--- config.mk ---
export PLATFORM = sky130hd
export DESIGN_NAME = semaforo_fsm
export DESIGN_NICKNAME = d
export VERILOG_FILES = /design/src/rtl/semaforo_fsm_pkg.sv /design/src/rtl/semaforo_fsm_sincronizador_borda.sv /design/src/rtl/semaforo_fsm.sv
export SDC_FILE = /design/constraint.sdc
export NUM_CORES = 1
export LEC_CHECK = 0
export ABC_AREA = 1
export CORE_MARGIN = 2
export CORE_UTILIZATION = 41
export CTS_CLUSTER_SIZE = 12
export DETAILED_ROUTE_END_ITERATION = 7
export GPL_TIMING_DRIVEN = 0
export HOLD_SLACK_MARGIN = 0.1
export PLACE_DENSITY_LB_ADDON = 0.3
export SETUP_SLACK_MARGIN = 0.1
export SLEW_MARGIN = 5
export SYNTH_ARGS = -nofsm -noshare
export SYNTH_HDL_FRONTEND = slang
export SYNTH_HIERARCHICAL = 1
export SYNTH_SLANG_ARGS = --single-unit
--- constraint.sdc ---
create_clock -name clk -period 4.05 [get_ports clk]
set_clock_uncertainty 0.15 [all_clocks]
set_input_delay 0.81 -clock clk [delete_from_list [all_inputs] [get_ports clk]]
set_output_delay 0.81 -clock clk [all_outputs]
set_load 0.05 [all_outputs]
--- src/rtl/semaforo_fsm_pkg.sv ---
// semaforo_fsm_pkg: state codes and default timing for the traffic-light controller
package semaforo_fsm_pkg;
  typedef enum logic [1:0] {
    ST_VERDE    = 2'd0,
    ST_AMARELO  = 2'd1,
    ST_VERMELHO = 2'd2,
    ST_PEDESTRE = 2'd3
  } estado_t;
  localparam int DEF_TEMPO_VERDE     = 8;
  localparam int DEF_TEMPO_VERDE_MIN = 3;
  localparam int DEF_TEMPO_AMARELO   = 3;
  localparam int DEF_TEMPO_VERMELHO  = 2;
  localparam int DEF_TEMPO_PEDESTRE  = 6;
  localparam int DEF_TEMPO_PISCA     = 2;
  localparam int DEF_LARG_CONT       = 4;
endpackage

--- src/rtl/semaforo_fsm_sincronizador_borda.sv ---
// sincronizador_borda: 2-flop synchroniser with one-clk rising-edge pulse
module sincronizador_borda (
  input  logic clk,
  input  logic rst,
  input  logic d_async,
  output logic pulso
);
  logic r_s1, r_s2, r_s3;
  // synchroniser chain plus previous-value flop for edge detection
  always_ff @(posedge clk or posedge rst)
    if (rst) {r_s1, r_s2, r_s3} <= 3'b000;
    else {r_s1, r_s2, r_s3} <= {d_async, r_s1, r_s2};
  assign pulso = r_s2 & ~r_s3;
endmodule

--- src/rtl/semaforo_fsm.sv ---
// semaforo_fsm: traffic-light controller with pedestrian crossing, stepped by tick_lento edges
module semaforo_fsm
  import semaforo_fsm_pkg::*;
#(
  parameter int TEMPO_VERDE     = DEF_TEMPO_VERDE,
  parameter int TEMPO_VERDE_MIN = DEF_TEMPO_VERDE_MIN,
  parameter int TEMPO_AMARELO   = DEF_TEMPO_AMARELO,
  parameter int TEMPO_VERMELHO  = DEF_TEMPO_VERMELHO,
  parameter int TEMPO_PEDESTRE  = DEF_TEMPO_PEDESTRE,
  parameter int TEMPO_PISCA     = DEF_TEMPO_PISCA,
  parameter int LARG_CONT       = DEF_LARG_CONT
) (
  input  logic       clk,
  input  logic       rst,
  input  logic       tick_lento,
  input  logic       botao_pedestre,
  output logic       verde,
  output logic       amarelo,
  output logic       vermelho,
  output logic       pedestre_verde,
  output logic       pedestre_vermelho,
  output logic       pedido_pendente,
  output logic [1:0] estado
);
  localparam logic [LARG_CONT-1:0] FIM_VD    = LARG_CONT'(TEMPO_VERDE - 1);
  localparam logic [LARG_CONT-1:0] MIN_VD    = LARG_CONT'(TEMPO_VERDE_MIN - 1);
  localparam logic [LARG_CONT-1:0] FIM_AM    = LARG_CONT'(TEMPO_AMARELO - 1);
  localparam logic [LARG_CONT-1:0] FIM_VM    = LARG_CONT'(TEMPO_VERMELHO - 1);
  localparam logic [LARG_CONT-1:0] FIM_PD    = LARG_CONT'(TEMPO_PEDESTRE - 1);
  localparam logic [LARG_CONT-1:0] INI_PISCA = LARG_CONT'(TEMPO_PEDESTRE - TEMPO_PISCA);
  estado_t              r_estado, w_estado_nx, w_sucessor;
  logic [LARG_CONT-1:0] r_conta, w_conta_nx, w_fim, w_desl;
  logic                 r_pedido, w_pedido_nx, w_tick, w_botao, w_sai;
  sincronizador_borda u_sync_tick  (.clk(clk), .rst(rst), .d_async(tick_lento),     .pulso(w_tick));
  sincronizador_borda u_sync_botao (.clk(clk), .rst(rst), .d_async(botao_pedestre), .pulso(w_botao));
  // state, tick counter and request latch registers
  always_ff @(posedge clk or posedge rst)
    if (rst) begin
      r_estado <= ST_VERMELHO;
      r_conta  <= '0;
      r_pedido <= 1'b0;
    end else begin
      r_estado <= w_estado_nx;
      r_conta  <= w_conta_nx;
      r_pedido <= w_pedido_nx;
    end
  // next state: advance on tick at end of duration or on early green exit; entering PEDESTRE clears the request
  always_comb begin
    w_estado_nx = r_estado;
    w_conta_nx  = r_conta;
    w_pedido_nx = r_pedido;
    w_fim = r_estado == ST_VERDE   ? FIM_VD :
            r_estado == ST_AMARELO ? FIM_AM :
            r_estado == ST_VERMELHO ? FIM_VM : FIM_PD;
    w_sucessor = r_estado == ST_VERDE    ? ST_AMARELO :
                 r_estado == ST_AMARELO  ? ST_VERMELHO :
                 r_estado == ST_VERMELHO ? (r_pedido ? ST_PEDESTRE : ST_VERDE) : ST_VERDE;
    w_sai = r_conta == w_fim || (r_estado == ST_VERDE && r_pedido && r_conta >= MIN_VD);
    if (w_tick) begin
      w_estado_nx = w_sai ? w_sucessor : r_estado;
      w_conta_nx  = w_sai ? '0 : r_conta + 1'b1;
    end
    if (w_tick && w_sai && w_sucessor == ST_PEDESTRE) w_pedido_nx = 1'b0;
    else if (w_botao && r_estado != ST_PEDESTRE) w_pedido_nx = 1'b1;
  end
  assign w_desl            = r_conta - INI_PISCA;
  assign verde             = r_estado == ST_VERDE;
  assign amarelo           = r_estado == ST_AMARELO;
  assign vermelho          = r_estado == ST_VERMELHO || r_estado == ST_PEDESTRE;
  assign pedestre_vermelho = r_estado != ST_PEDESTRE;
  assign pedestre_verde    = r_estado == ST_PEDESTRE && (r_conta < INI_PISCA || w_desl[0]);
  assign pedido_pendente   = r_pedido;
  assign estado            = r_estado;
endmodule

==> flow_results.org <==
** Run status
- The run finished with clean final reports.

** Clock network
- CTS H-tree lvls :: 1
- Once the clock tree was built, the setup fixing pass inserted 0 buffers.
- CTS placed an instance of sky130_fd_sc_hd__clkbuf_4 at the clock tree root.
- Resized Gates After CTS :: 0
- For this design, the sink count on the clock tree is 13.
- For the worst-skew pair, the clock arrives at the later sink with an insertion delay of 0.27 ns.
- Hold bufs inserted after CTS :: 0
- TritonCTS built the clock tree.
- Clock-pin slew was measured on the worst setup and hold paths at 0.07 ns.
- Number of clock buffers inserted by TritonCTS :: 3
- Maximum clock path buffer count :: 2

** Route
- After detailed routing, the number of remaining DRC violations is 0.
- Once detail routing completed, the nets flagged for antenna violations numbered 0.
- The detailed router placed 531 vias in this run.
- First DRT Iteration DRCs :: 6
- After detailed routing, the average wire length per cell comes to 11.3 um.
- Total wire length after detailed routing :: 1240 um
- First-pass detailed-route iteration total :: 4
- In the routed layout, each cell is associated on average with a via count of 4.83.

** Logic synthesis
- Number of nets produced by synthesis :: 88
- Dominant cell type by area after synthesis :: sky130_fd_sc_hd__dfrtp_1
- Area share of the largest cell type after synthesis :: 44.2%
- The synthesized design contains 13 register bits.
- Counting distinct cell types in the post-synthesis netlist gives 22.
- Number of instances in the synthesized netlist :: 79
- Leading cell types by total area after synthesis :: sky130_fd_sc_hd__dfrtp_1, sky130_fd_sc_hd__nand2_1, sky130_fd_sc_hd__ha_1
- Syn_area_per_cell :: 8.60 um^2
- Total of warnings raised by yosys :: 6
- Share of synthesized area occupied by flip-flops and latches :: 48.1%
- The synthesized netlist occupies a cell area of 679 um^2.

** Final layout
- Most frequent cells in the layout :: sky130_fd_sc_hd__nand2_1, sky130_fd_sc_hd__inv_1, sky130_fd_sc_hd__dfrtp_1
- Most common cell after layout, fill and taps aside :: sky130_fd_sc_hd__nand2_1
- Measured on the finished design, the core utilization comes to 54.8%.
- Number of filler cells placed in the layout :: 146
- Non-filler instance count after layout :: 110
- Fin nets :: 104
- Fraction of final layout cells with drive strength greater than 1 :: 13.8%
- 0 antenna diodes ended up in the layout.
- The area growth from synthesis to layout is 23.0%.

** Power
- Net switching power :: 0.334 mW
- Power density normalized to cell area :: 802 mW/mm^2
- Registers are responsible for 30.5% of the overall power.
- For this design the static power due to leakage is 0.427 nW.
- Switching share of power :: 49.9%
- Peak VDD IR :: 0.373 mV
- Cell internal power was estimated by the tool at 0.336 mW.
- The clock network is responsible for 11.5% of the overall power.
- Power share of the combinational group :: 58.0%

** Floorplan
- Core region area :: 0.00152 mm^2
- Initial Utilization :: 44.6%
- Total die area :: 0.00200 mm^2
- Die extent in y :: 44.7 um
- Measured along the x axis, the die boundary spans 44.7 um.
- 12 I/O pins were placed.
- In this run the core area contains 14 standard-cell rows.

** Global routing
- Via count of the first global-routing pass :: 458
- For this run the aggregate overflow at the end of global routing stands at 0.
- Combined global-route utilization of all metal layers :: 14.1%
- The first global-routing pass estimated 2010 um of wire.
- The initial antenna violation count is 0.
- Entering global routing, the biggest net connects 11 pins.

** Critical path
- STA puts the critical path data arrival time at 2.05 ns.
- Of all nets on the critical path, the largest fanout is 6.
- Sort of element at the end of the critical path :: output port
- Crit path launch type :: register
- The critical path is of the register to output port type.
- The worst register-to-register path has a depth of 11.
- At the worst endpoint, the required time is 3.09 ns.

** Min path
- The min-delay analysis places its worst path in the category register to register.
- Number of stages on the worst hold path :: 0

** STA
- Setup violators final :: 0
- Worst-case hold slack :: 0.217 ns
- Static timing analysis puts the maximum clock frequency at 0.332 GHz.
- Slew HR :: 66.9%
- Worst slew pin tran :: 0.495 ns
- Final hold violation count :: 0
- Setup repair after global routing left no endpoint under its margin.
- Final Critical Period :: 3.01 ns
- Max-slew violations :: 0
- Setup total negative slack on the finished layout was measured at 0 ns.
- Final WS setup :: 1.04 ns
- Of the available clock period, the critical path in the final layout requires 74.4%.

** Place
- Port Buffers :: 11
- In this run, placement finished with an instance count of 106.
- Global placer's final weighted congestion :: 0.696
- After legalization and detailed placement, the total HPWL measured 946 um.
- Setup slack after placement :: 1.33 ns

** Flow run
- Max-cap violations in this run came to 0.
-- per-layer routing --
metal	part of all wire (%)	global-route usage [%]	vias to the layer above
met3	3.1	1.20	2
met5	0	0	-
met1	49	20.0	242
met2	47	20.6	11
li1	-	-	276
met4	0.89	9.09	0
-- cell type report --
cell class / instances / area, um^2 / share of cell area [%]
timing repair buffer: 11 / 110 / 13.2
inverter: 17 / 63.8 / 7.63
clock buffer: 4 / 26.3 / 3.14
sequential: 13 / 327 / 39.1
multi-input combinational: 48 / 284 / 34.0
buffer: 1 / 5.00 / 0.599
tap: 16 / 20.0 / 2.40
-- stage by stage --
step	cell area (um^2)	power (mW)
3_5_place_dp	810	0.597
4_1_cts	836	0.679
5_1_grt	836	0.725
6_report	836	0.671
3_3_place_gp	810	0.592
2_1_floorplan	679	0.494
-- power groups by stage --
stage	Clock, mW	Sequential (mW)	Combinational [mW]
finish	0.0770	0.205	0.389
floorplan	0	0.232	0.262
global placement	0	0.205	0.387
CTS	0.0803	0.205	0.393
detailed placement	0	0.207	0.390
global route	0.0854	0.209	0.430
-- cells by family after synthesis --
group / Yosys count / synth area share (%)
and+or+nand+nor: 30 / 20.6
DFF: 13 / 48.1
adders and majority gates: 5 / 9.21
buffers and inverters: 18 / 10.1
AOI/OAI and AO/OA: 11 / 9.39
xor gates and xnor gates: 2 / 2.58
-- worst max-delay path: stages, from the launching register on --
cell and delay, ns:
sky130_fd_sc_hd__dfrtp_1 0.45, sky130_fd_sc_hd__inv_1 0.11, sky130_fd_sc_hd__ha_1 0.23, sky130_fd_sc_hd__or2_2 0.31
sky130_fd_sc_hd__clkdlybuf4s50_1 0.70
-- cell usage after synthesis --
cell	number
sky130_fd_sc_hd__nand4_1	1
sky130_fd_sc_hd__xor2_1	1
sky130_fd_sc_hd__ha_1	5
sky130_fd_sc_hd__a21oi_1	5
sky130_fd_sc_hd__xnor2_1	1
sky130_fd_sc_hd__inv_1	15
sky130_fd_sc_hd__or2_2	1
sky130_fd_sc_hd__nand3_2	1
sky130_fd_sc_hd__o21ai_0	2
sky130_fd_sc_hd__o22ai_1	1
sky130_fd_sc_hd__dfrtp_1	12
sky130_fd_sc_hd__nand2_2	2
sky130_fd_sc_hd__nand3_1	5
sky130_fd_sc_hd__a21o_1	1
sky130_fd_sc_hd__nor2_1	1
sky130_fd_sc_hd__dfstp_2	1
sky130_fd_sc_hd__o211ai_1	1
sky130_fd_sc_hd__nand2_1	17
sky130_fd_sc_hd__nor2_2	2
sky130_fd_sc_hd__buf_2	1
sky130_fd_sc_hd__inv_2	2
sky130_fd_sc_hd__a22oi_1	1
-- registers in the layout, indices dropped and copies added, names as in the netlist --
register / count
u_sync_tick/r_s1: 1
r_conta: 4
estado: 2
u_sync_tick/r_s2: 1
pedido_pendente: 1
u_sync_botao/r_s1: 1
u_sync_botao/r_s3: 1
u_sync_botao/r_s2: 1
u_sync_tick/r_s3: 1
-- worst paths after layout --
check                                        from                 to  slack, ns
worst max register to register          estado[1]          estado[0]       2.15
worst min register to register  u_sync_botao/r_s1  u_sync_botao/r_s2       0.22
min in group asynchronous                     rst   u_sync_tick/r_s2       0.61
worst min-delay path            u_sync_botao/r_s1  u_sync_botao/r_s2       0.22
max in group asynchronous                     rst          estado[1]       2.78
worst max-delay path                    estado[0]           vermelho       1.04
No activity file was read; power rests on OpenSTA's default activity.
